===== src/rtl/uart_tx.sv =====
// uart_tx: buffered 8N1 UART transmitter.
// Bytes arrive over a valid/ready handshake into a small circular FIFO and are
// serialised LSB first. Each bit is held for CLKS_PER_BIT clocks. Frames queued
// back to back leave the line with no idle gap between them.
//
// state      | meaning
// IDLE       | line high, waiting for the FIFO to hold a byte
// START_BIT  | line low for one bit time
// DATA_BITS  | shifting out bits 0..7 of the captured byte
// STOP_BIT   | line high for one bit time; done pulse in its last clock
module uart_tx #(
    parameter int CLKS_PER_BIT = 868,
    parameter int FIFO_DEPTH   = 4
) (
    input  logic       clk,
    input  logic       rst_n,
    input  logic [7:0] i_data,
    input  logic       i_valid,
    output logic       o_ready,
    output logic       o_tx,
    output logic       o_tx_done,
    output logic       tx_busy
);

    localparam int PTR_W = $clog2(FIFO_DEPTH);
    localparam int CNT_W = $clog2(CLKS_PER_BIT);
    localparam logic [CNT_W-1:0] BIT_END    = CNT_W'(CLKS_PER_BIT - 1);
    localparam logic [CNT_W-1:0] BIT_PRE    = CNT_W'(CLKS_PER_BIT - 2);
    localparam logic [PTR_W:0]   FIFO_FULL  = (PTR_W + 1)'(FIFO_DEPTH);

    typedef enum logic [1:0] {
        IDLE,
        START_BIT,
        DATA_BITS,
        STOP_BIT
    } state_t;

    state_t           state;
    logic [CNT_W-1:0] bit_cnt;
    logic [2:0]       bit_idx;
    logic [7:0]       shift;

    logic [7:0]       mem [FIFO_DEPTH];
    logic [PTR_W-1:0] wr_ptr;
    logic [PTR_W-1:0] rd_ptr;
    logic [PTR_W:0]   fifo_count;

    logic push;
    logic pop;
    logic fifo_empty;

    // o_ready depends only on the registered count, so i_valid never reaches it
    assign o_ready    = (fifo_count != FIFO_FULL);
    assign fifo_empty = (fifo_count == '0);
    assign push       = i_valid && o_ready;
    // A pop happens whenever the FSM starts a frame: from IDLE or from the last stop-bit clock
    assign pop        = !fifo_empty &&
                        ((state == IDLE) || ((state == STOP_BIT) && (bit_cnt == BIT_END)));

    // FIFO storage; contents need no reset because count gates every read
    always_ff @(posedge clk) begin
        if (push) begin
            mem[wr_ptr] <= i_data;
        end
    end

    // FIFO pointers and occupancy; pointers wrap naturally at the power-of-two depth
    always_ff @(posedge clk or negedge rst_n) begin
        if (!rst_n) begin
            wr_ptr     <= '0;
            rd_ptr     <= '0;
            fifo_count <= '0;
        end else begin
            if (push) begin
                wr_ptr <= wr_ptr + 1'b1;
            end
            if (pop) begin
                rd_ptr <= rd_ptr + 1'b1;
            end
            case ({push, pop})
                2'b10:   fifo_count <= fifo_count + 1'b1;
                2'b01:   fifo_count <= fifo_count - 1'b1;
                default: fifo_count <= fifo_count;
            endcase
        end
    end

    // Frame sequencer with registered line, busy and done outputs
    always_ff @(posedge clk or negedge rst_n) begin
        if (!rst_n) begin
            state     <= IDLE;
            bit_cnt   <= '0;
            bit_idx   <= '0;
            shift     <= '0;
            o_tx      <= 1'b1;
            o_tx_done <= 1'b0;
            tx_busy   <= 1'b0;
        end else begin
            o_tx_done <= 1'b0;
            case (state)
                IDLE: begin
                    o_tx    <= 1'b1;
                    tx_busy <= 1'b0;
                    if (pop) begin
                        shift   <= mem[rd_ptr];
                        o_tx    <= 1'b0;
                        tx_busy <= 1'b1;
                        bit_cnt <= '0;
                        state   <= START_BIT;
                    end
                end
                START_BIT: begin
                    if (bit_cnt == BIT_END) begin
                        bit_cnt <= '0;
                        bit_idx <= '0;
                        o_tx    <= shift[0];
                        state   <= DATA_BITS;
                    end else begin
                        bit_cnt <= bit_cnt + 1'b1;
                    end
                end
                DATA_BITS: begin
                    if (bit_cnt == BIT_END) begin
                        bit_cnt <= '0;
                        if (bit_idx != 3'd7) begin
                            shift   <= {1'b0, shift[7:1]};
                            bit_idx <= bit_idx + 1'b1;
                            o_tx    <= shift[1];
                        end else begin
                            o_tx  <= 1'b1;
                            state <= STOP_BIT;
                        end
                    end else begin
                        bit_cnt <= bit_cnt + 1'b1;
                    end
                end
                STOP_BIT: begin
                    if (bit_cnt == BIT_END) begin
                        bit_cnt <= '0;
                        if (pop) begin
                            shift <= mem[rd_ptr];
                            o_tx  <= 1'b0;
                            state <= START_BIT;
                        end else begin
                            tx_busy <= 1'b0;
                            state   <= IDLE;
                        end
                    end else begin
                        bit_cnt <= bit_cnt + 1'b1;
                        // Registered pulse lands exactly on the last stop-bit clock
                        if (bit_cnt == BIT_PRE) begin
                            o_tx_done <= 1'b1;
                        end
                    end
                end
                default: begin
                    state <= IDLE;
                end
            endcase
        end
    end

endmodule


===== config.mk =====
export PLATFORM = sky130hd
export DESIGN_NAME = uart_tx
export DESIGN_NICKNAME = d
export VERILOG_FILES = /design/src/rtl/uart_tx.sv
export SDC_FILE = /design/constraint.sdc
export NUM_CORES = 1
export LEC_CHECK = 0
export CAP_MARGIN = 0
export CORE_MARGIN = 2
export CORE_UTILIZATION = 30
export DETAILED_ROUTE_END_ITERATION = 8
export PLACE_DENSITY = 0.45
export SLEW_MARGIN = 20
export SYNTH_ARGS = -nofsm -noshare
export SYNTH_HDL_FRONTEND = slang
export SYNTH_SLANG_ARGS = --single-unit
export TNS_END_PERCENT = 5

===== constraint.sdc =====
create_clock -name clk -period 3.7 [get_ports clk]
set_input_delay 0.555 -clock clk [delete_from_list [all_inputs] [get_ports clk]]
set_output_delay 0.555 -clock clk [all_outputs]
set_load 0.02 [all_outputs]

==> results of run 1 <==
[report_power, final]
part | internal, µW | switching (µW)
sequential | 976 | 203
clock | 317 | 305
combinational | 499 | 576
total | 1790 | 1080
[path summary, 6_finish.rpt]
path / startpoint / cells past startpoint / slack, ps / endpoint
setup / recovery: state[0] / 8 / 970 / fifo_count[1]
hold / removal: rst_n / 1 / 290 / bit_idx[1]
setup reg to reg: state[0] / 8 / 970 / fifo_count[1]
hold reg to reg: shift[2] / 1 / 510 / shift[2]
max in group asynchronous: rst_n / 1 / 2900 / shift[7]
min in group clk: shift[2] / 1 / 510 / shift[2]
[flip-flops by register name, summed over array words and instances, names as in the netlist]
| name | flops |
|---|---|
| bit_cnt | 10 |
| rd_ptr | 2 |
| state | 2 |
| o_tx | 1 |
| tx_busy | 1 |
| shift | 8 |
| wr_ptr | 2 |
| bit_idx | 3 |
| o_tx_done | 1 |
| fifo_count | 3 |
| mem | 32 |
[final cells by class]
type                    count  area (µm²)  area share [%]
clock buffers               9       123.9           3.348
repair buffers             17       157.7           4.261
well taps                 136       170.2           4.599
inverters                  13       48.80           1.319
multi-input cells         173        1333           36.02
flip-flops and latches     65        1788           48.33
clock inverters             7       78.83           2.131
[per-stage QoR]
step	power, µW	hold slack [ps]	instances
after floorplan	2003	259.4	267
after global placement	2291	484.4	404
after detailed placement	2292	475.2	404
after CTS	2928	315.8	420
after global routing	3130	348.9	420
final	2876	291.0	420
[layout by cell type, fill, tap and decap left out, types with 2 or more instances in the layout]
cell type         n
dfrtp_1          32
edfxtp_1         32
nand2_1          26
nand3_1          15
ha_1             15
inv_1            13
clkdlybuf4s50_1  13
o21ai_0          12
nand4_1           9
clkbuf_8          9
nor2_1            8
nand3b_1          8
mux4_2            8
and3_1            7
xnor2_1           7
nand4b_1          7
a21oi_1           6
a22o_1            4
and2_1            3
nor3_1            3
mux2i_1           3
clkinvlp_4        3
buf_4             3
a31oi_1           2
o31ai_1           2
nor2b_1           2
a41oi_1           2
mux2_2            2
or3_1             2
inv_6             2
[worst reg2reg max path: stages, from the launching register on]
cell     delay, ps
dfrtp_1        450
ha_1           390
o311a_1        230
a31oi_1         90
buf_4          210
inv_1          300
ha_1           280
fa_1           420
mux2_2         260
[logic make-up after synthesis]
| family | after synthesis |
|---|---|
| flip-flops | 65 |
| adder cells (fa/ha/maj) | 16 |
| buffers and inverters | 29 |
| XOR/XNOR | 8 |
| AO/OA/AOI/OAI | 40 |
| multiplexers | 13 |
| AND/OR/NAND/NOR | 96 |
[per-layer routing]
metal	vias to the layer above	track usage [%]	wire [µm]
li1	1018	-	-
met3	7	3.074	181
met5	-	0	0
met2	28	18.82	3004
met4	0	4.121	70
met1	1038	16.40	3006
==> impl_metrics.csv, run 1 <==
group,metric,value,unit
run_status,status,"finished clean",
final_layout,nFillCells,1059,
timing,setup_tns,0,ps
worst_setup_path,criticalPathCategory,"reg2reg",
clock_network,postCtsSetupBuffers,0,
clock_network,root_buffer,"clkbuf_8",
timing,setup_viol_count_final,0,
synth,yosysTopAreaCellShare,29.58,%
timing,clock_skew,8.447,ps
drt,finalWirelength,6263,µm
final_layout,drive_above_1_share,12.32,%
clock_network,hold_buffers,0,
global_routing,grt_max_degree,34,
final_layout,nNetsFinal,306,
clock_network,cts_made_buffers,9,
die,fp.dieArea,0.01168,mm²
drt,drc,0,
synth,syn-instance-count,267,
job,cap_violations,0,
global_routing,grt-ovfl-total,0,
drt,drt-pass1-iter-count,4,
die,die_y,108.1,µm
timing,final_max_slew_viol_count,0,
worst_hold_path,hold_path_class,"in2async",
pwr,ir_worst_vdd,0.2718,mV
final_layout,diodes,0,
synth,synth_compound_area_share,8.552,%
global_routing,grt_pass1_wl,11010,µm
synth,synth_async_sr_flop_share,50.77,%
die,core-area,0.01042,mm²
worst_setup_path,crit_chain,"ha_1 > o311a_1 > a31oi_1 > buf_4 > inv_1 > ha_1 > fa_1 > mux2_2",
drt,vias_per_cell,4.979,
worst_setup_path,start_kind,"flip-flop",
worst_setup_path,required,3930,ps
synth,syn-cell-area,0.003248,mm²
timing,hold_viol,0,
final_layout,area_delta_synth_final,13.91,%
clock_network,cts.sinks,65,
die,ios,15,
drt,antenna_left,0,
timing,setup_slack,965.7,ps
placement,placed_cell_area,0.003497,mm²
synth,synth_top_family_by_area,"simple AND/OR/NAND/NOR gates",
worst_setup_path,slowest_stage,"dfrtp_1",
synth,synth_common_cells,"dfrtp_1, edfxtp_1, nand2_1, ha_1, nand3_1",
worst_setup_path,path_delay_family,"adder cells",
drt,drtIter0Drc,91,
die,start_util,31.18,%
synth,synth_mux_area_share,7.165,%
synth,synth-xor-area-share,2.157,%
synth,synthSimpleGateAreaFrac,16.76,%
placement,post-place-ws,934.2,ps
synth,synth_edf_count,32,
clock_network,cts_tree,"done",
clock_network,clkTransAtPathRegs,80,ps
pwr,power_leakage,0.001400,µW
timing,fin_crit_sh,73.90,%
synth,synth.distinct_cells,50,
timing,fin_crit,2734,ps
die,fp.dieW,108.1,µm
worst_setup_path,worstSetupEndpointType,"flip-flop",
worst_setup_path,path_max_fanout,12,
worst_setup_path,critical_path.max_stage_delay,450,ps
drt,wl_per_cell,14.91,µm
global_routing,grt_antenna_before_repair,0,
synth,synth_fa_ha_area_share,6.394,%
final_layout,fin_util,35.52,%
clock_network,h-tree-depth,3,
placement,port_buffers,14,
worst_setup_path,crit_buf_inv,2,
timing,rsz0062_at_grt,"no",
synth,syn_area_per_cell,12.17,µm²
timing,timing.fmax,365.7,MHz
synth,ys_seq_elements,65,
die,placementRows,37,
drt,num_vias,2091,
synth,synth_top_cells_by_area,"edfxtp_1, dfrtp_1, ha_1",
worst_setup_path,worst_path_most_repeated_cell,"ha_1",
worst_setup_path,cp_data_arrival_time,2960,ps
synth,yosysSeqAreaShare,55.05,%
global_routing,grt_usage,12.07,%
clock_network,clock_latency,340,ps
synth,synth-warning-count,0,
timing,slew_headroom,47.28,%
synth,syn_nets,294,
final_layout,postLayoutCellArea,0.003700,mm²
timing,tightest_slew,780.5,ps
placement,gp_congestion,0.7076,
placement,hpwl,4199,µm
clock_network,clk_path_buf_depth,2,
clock_network,cts_resized,0,
pwr,power-per-cell-area,777.4,mW/mm²
synth,post-synth-top-area-cell,"edfxtp_1",
global_routing,grt_pass1_vias,2144,
synth,ys.flop_type,"edfxtp_1",
Note: power is estimated with default switching activity, not from simulation.
==> run 2: changes to the inputs <==
- clock period: 3.7 -> 2.7 ns (I/O delays scaled with it)
==> impl_metrics.csv, run 2 (same netlist as run 1, synthesis figures left out) <==
group,metric,value,unit
run_status,status,"finished clean",
timing,setup_viol_count_final,0,
worst_setup_path,required,2940,ps
timing,rsz0062_at_grt,"no",
placement,gp_congestion,0.7217,
timing,hold_viol,0,
worst_setup_path,critical_path.max_stage_delay,450,ps
final_layout,stdcell_count,428,
final_layout,reg_top3,"mem: 32 flops, bit_cnt: 10 flops, shift: 8 flops",
timing,fin_crit_sh,84.69,%
worst_setup_path,slowest_stage,"dfrtp_1",
clock_network,hold_buffers,0,
pwr,power_frac_comb,39.6,%
worst_setup_path,crit_chain,"inv_1 > ha_1 > o31a_1 > a31oi_1 > inv_1 > ha_1 > fa_1 > xnor2_1 > nor2_1 > xor2_1",
timing,clock_skew,13.31,ps
placement,dp_cells,412,
die,placementRows,37,
final_layout,postLayoutCellArea,0.003764,mm²
final_layout,layout_common_cells,"dfrtp_1, edfxtp_1, nand2_1",
die,ios,15,
timing,final_max_slew_viol_count,0,
drt,num_vias,2096,
worst_setup_path,path_delay_family,"adder cells",
final_layout,area_delta_synth_final,15.87,%
clock_network,clock_latency,360,ps
worst_setup_path,worstSetupEndpointType,"flip-flop",
drt,drtIter0Drc,135,
timing,setup_tns,0,ps
clock_network,h-tree-depth,3,
global_routing,grt_usage,12.38,%
pwr,swShare,37.97,%
timing,setup_slack,413.3,ps
pwr,intPower,2536,µW
global_routing,grt_max_degree,34,
final_layout,drive_above_1_share,14.73,%
placement,post-place-ws,392.5,ps
worst_setup_path,path_max_fanout,6,
pwr,seqPwrFrac,38.5,%
final_layout,diodes,0,
drt,finalWirelength,6511,µm
placement,port_buffers,14,
drt,drc,0,
pwr,power-per-cell-area,1086,mW/mm²
clock_network,postCtsSetupBuffers,0,
die,fp.dieArea,0.01168,mm²
worst_setup_path,start_kind,"flip-flop",
global_routing,grt_antenna_before_repair,0,
die,die_y,108.1,µm
drt,vias_per_cell,4.897,
pwr,switchingPower,1552,µW
pwr,power_leakage,0.001447,µW
drt,wl_per_cell,15.21,µm
global_routing,grt_pass1_vias,2115,
clock_network,cts.sinks,65,
pwr,ir_worst_vdd,0.3932,mV
clock_network,clk_path_buf_depth,2,
die,core-area,0.01042,mm²
die,start_util,31.18,%
clock_network,clkTransAtPathRegs,90,ps
timing,slew_headroom,46.45,%
final_layout,largest_reg_flops,32,
clock_network,cts_resized,0,
clock_network,cts_made_buffers,9,
global_routing,grt-ovfl-total,0,
worst_setup_path,crit_buf_inv,2,
clock_network,root_buffer,"clkbuf_8",
final_layout,nNetsFinal,314,
worst_setup_path,criticalPathCategory,"reg2reg",
job,cap_violations,0,
drt,antenna_left,0,
placement,hpwl,4353,µm
worst_setup_path,cp_data_arrival_time,2530,ps
timing,fin_crit,2287,ps
placement,placed_cell_area,0.003557,mm²
clock_network,cts_tree,"done",
drt,drt-pass1-iter-count,5,
pwr,pwr-share-clk,21.8,%
timing,tightest_slew,803.2,ps
worst_hold_path,hold_path_class,"in2async",
global_routing,grt_pass1_wl,10990,µm
timing,timing.fmax,437.3,MHz
die,fp.dieW,108.1,µm
final_layout,largest-register,"mem",
run 2: cell count changes in the layout (fill, tap and decap cells not counted), sizes merged:
cell	delta
clkinvlp	-1
buf	+8
inv	+2
clkinv	-1
run 2: power by group through the flow:
stage          Combinational [µW]  Clock, µW  Sequential (µW)
2_1_floorplan                1230          0             1520
3_3_place_gp                 1620          0             1600
3_5_place_dp                 1640          0             1600
4_1_cts                      1650        920             1580
5_1_grt                      1820        969             1620
6_report                     1620        893             1570
run 2: per-stage QoR:
step	hold slack (ps)	total power [µW]	util, %
3_3_place_gp	483.7	3216	34.15
6_report	137.6	4088	36.13
3_5_place_dp	484.4	3244	34.15
4_1_cts	162.1	4149	36.13
5_1_grt	181.0	4411	36.13
2_1_floorplan	109.4	2745	-
run 2: path summary, 6_finish.rpt:
| check | start | slack (ps) | depth (start not counted) | to |
|---|---|---|---|---|
| max | state[0] | 410 | 10 | fifo_count[2] |
| max reg2reg | state[0] | 410 | 10 | fifo_count[2] |
| max in group asynchronous | rst_n | 2050 | 1 | shift[6] |
| min reg2reg | shift[2] | 500 | 1 | shift[2] |
| min in group clk | shift[2] | 500 | 1 | shift[2] |
| min | rst_n | 140 | 1 | rd_ptr[1] |
run 2: layout make-up:
class	count	area, µm²
clock buffer	9	123.9
clock inverter	7	82.58
fill	1058	6653
inverter	13	48.80
multi-input combinational	173	1333
sequential	65	1788
tap	136	170.2
timing repair buffer	25	217.7
run 2: worst reg2reg max path: cells and delay by family (launching register included):
family,cells,cell delay (ps)
flip-flops,1,450
buffers and inverters,2,210
XOR/XNOR,2,310
AND/OR/NAND/NOR,1,70
adder cells (fa/ha/maj),3,840
AO/OA/AOI/OAI,2,300
run 2: per-layer routing:
layer / up-vias / global-route usage, % / share of wire [%]
li1: 1033 / - / -
met1: 1035 / 16.90 / 51
met2: 19 / 18.73 / 45
met3: 9 / 3.858 / 2.6
met4: 0 / 4.121 / 1.6
met5: - / 0 / 0
==> run 3: changes to the inputs <==
- clock period: 2.7 -> 2.2 ns (I/O delays scaled with it)
==> impl_metrics.csv, run 3 (same netlist as run 1, synthesis figures left out) <==
group,metric,value,unit
die,ios,15,
clock_network,cts_tree,"done",
timing,whs,395.3,ps
final_layout,largest-register,"mem",
timing,fin_crit_sh,94.18,%
drt,drt-pass1-iter-count,4,
timing,setup_viol_count_final,0,
placement,gp_congestion,0.7470,
final_layout,drive_above_1_share,22.51,%
pwr,swShare,37.25,%
final_layout,largest_reg_flops,32,
pwr,switchingPower,1965,µW
placement,dp_cells,430,
clock_network,clock_latency,350,ps
worst_setup_path,criticalPathCategory,"reg2reg",
timing,setup_tns,0,ps
die,die_y,108.1,µm
clock_network,clkTransAtPathRegs,80,ps
global_routing,grt_usage,12.47,%
drt,drc,0,
worst_setup_path,path_delay_family,"compound AO/OA/AOI/OAI gates",
worst_setup_path,crit_buf_inv,1,
clock_network,cts_made_buffers,9,
die,core-area,0.01042,mm²
final_layout,fin_util,37.98,%
pwr,pwr-share-clk,20.8,%
final_layout,layout_common_cells,"dfrtp_1, edfxtp_1, buf_4",
final_layout,stdcell_count,447,
final_layout,reg_top3,"mem: 32 flops, bit_cnt: 10 flops, shift: 8 flops",
pwr,intPower,3310,µW
job,cap_violations,0,
worst_setup_path,slowest_stage,"dfrtp_1",
final_layout,nNetsFinal,333,
worst_hold_path,hold_path_class,"in2async",
placement,post-place-ws,167.5,ps
run_status,status,"finished clean",
clock_network,clk_path_buf_depth,2,
worst_setup_path,start_kind,"flip-flop",
final_layout,diodes,0,
timing,slew_headroom,66.47,%
drt,wl_per_cell,14.82,µm
global_routing,grt_pass1_vias,2143,
worst_setup_path,path_max_fanout,3,
timing,timing.fmax,482.7,MHz
worst_setup_path,required,2470,ps
drt,vias_per_cell,4.834,
die,fp.dieArea,0.01168,mm²
die,placementRows,37,
timing,fin_crit,2072,ps
timing,setup_slack,128.1,ps
drt,num_vias,2161,
die,fp.dieW,108.1,µm
worst_setup_path,critical_path.max_stage_delay,400,ps
pwr,power-per-cell-area,1333,mW/mm²
clock_network,root_buffer,"clkbuf_8",
drt,drtIter0Drc,55,
timing,rsz0062_at_grt,"no",
pwr,power_frac_comb,43.7,%
placement,hpwl,4559,µm
worst_setup_path,cp_data_arrival_time,2340,ps
pwr,power_leakage,0.001544,µW
timing,final_max_slew_viol_count,0,
final_layout,nFillCells,1013,
pwr,seqPwrFrac,35.5,%
die,start_util,31.18,%
clock_network,cts.sinks,65,
drt,finalWirelength,6626,µm
worst_setup_path,worstSetupEndpointType,"flip-flop",
global_routing,grt_max_degree,34,
worst_setup_path,crit_chain,"o311a_1 > a31oi_2 > inv_2 > ha_4 > fa_2 > xnor2_2 > nor2_1 > xor2_1",
timing,clock_skew,7.553,ps
pwr,ir_worst_vdd,0.4630,mV
global_routing,grt-ovfl-total,0,
timing,hold_viol,0,
drt,antenna_left,0,
placement,port_buffers,14,
clock_network,h-tree-depth,3,
global_routing,grt_pass1_wl,11020,µm
timing,tightest_slew,501.4,ps
global_routing,grt_antenna_before_repair,0,
final_layout,area_delta_synth_final,21.80,%
==> run 3: cell types whose count changed in the layout (fill, tap and decap cells not counted), sizes merged <==
cell	change
buf	+18
clkinvlp	-1
clkinv	+1
clkdlybuf4s50	+1
==> run 3: path summary, 6_finish.rpt <==
check                              start             to  slack (ps)  cells after the start
max in group asynchronous          rst_n           o_tx        1470                      2
hold / removal                     rst_n       shift[4]         400                      2
setup reg to reg           fifo_count[1]  fifo_count[2]         130                      8
hold reg to reg                 shift[2]       shift[2]         510                      1
min in group clk                shift[2]       shift[2]         510                      1
setup / recovery           fifo_count[1]  fifo_count[2]         130                      8
==> run 3: final cells by class <==
| class | count | area [µm²] | area share, % |
|---|---|---|---|
| Sequential cell | 65 | 1788 | 45.19 |
| Multi-Input combinational cell | 173 | 1376 | 34.79 |
| Timing Repair Buffer | 44 | 365.4 | 9.235 |
| Tap cell | 136 | 170.2 | 4.301 |
| Clock buffer | 9 | 123.9 | 3.131 |
| Clock inverter | 7 | 83.83 | 2.119 |
| Inverter | 13 | 48.80 | 1.233 |
==> run 3: power by group through the flow <==
stage	Sequential (µW)	Combinational, µW	Clock [µW]
global route	1930	2580	1190
detailed placement	1900	2270	0
floorplan	1860	1580	0
finish	1870	2310	1100
CTS	1880	2280	1140
global placement	1890	2250	0
==> run 3: routing by layer <==
| metal | track usage (%) | vias up | routed length, µm |
|---|---|---|---|
| met5 | 0 | - | 0 |
| met4 | 4.945 | 0 | 89 |
| met3 | 3.074 | 8 | 152 |
| met2 | 18.37 | 21 | 2877 |
| met1 | 17.60 | 1060 | 3506 |
| li1 | - | 1072 | - |
==> run 3: metrics by stage <==
step	area, µm²	total power [µW]
after floorplan	3288	3444
after global placement	3717	4143
after detailed placement	3717	4171
after CTS	3925	5296
after global routing	3956	5703
final	3956	5275
==> run 3: timing repair <==
item	in CTS	in global routing
hold buffers	0	0
resized for setup	0	5
hold endpoints to repair	0	0
setup endpoints to repair	0	1
setup buffers	0	1
==> run 3: worst register-to-register path, cell delays in order (launching register included) <==
cell and delay (ps):
dfrtp_1 400, o311a_1 360, a31oi_2 210, inv_2 80, ha_4 170, fa_2 370, xnor2_2 130, nor2_1 130
xor2_1 150
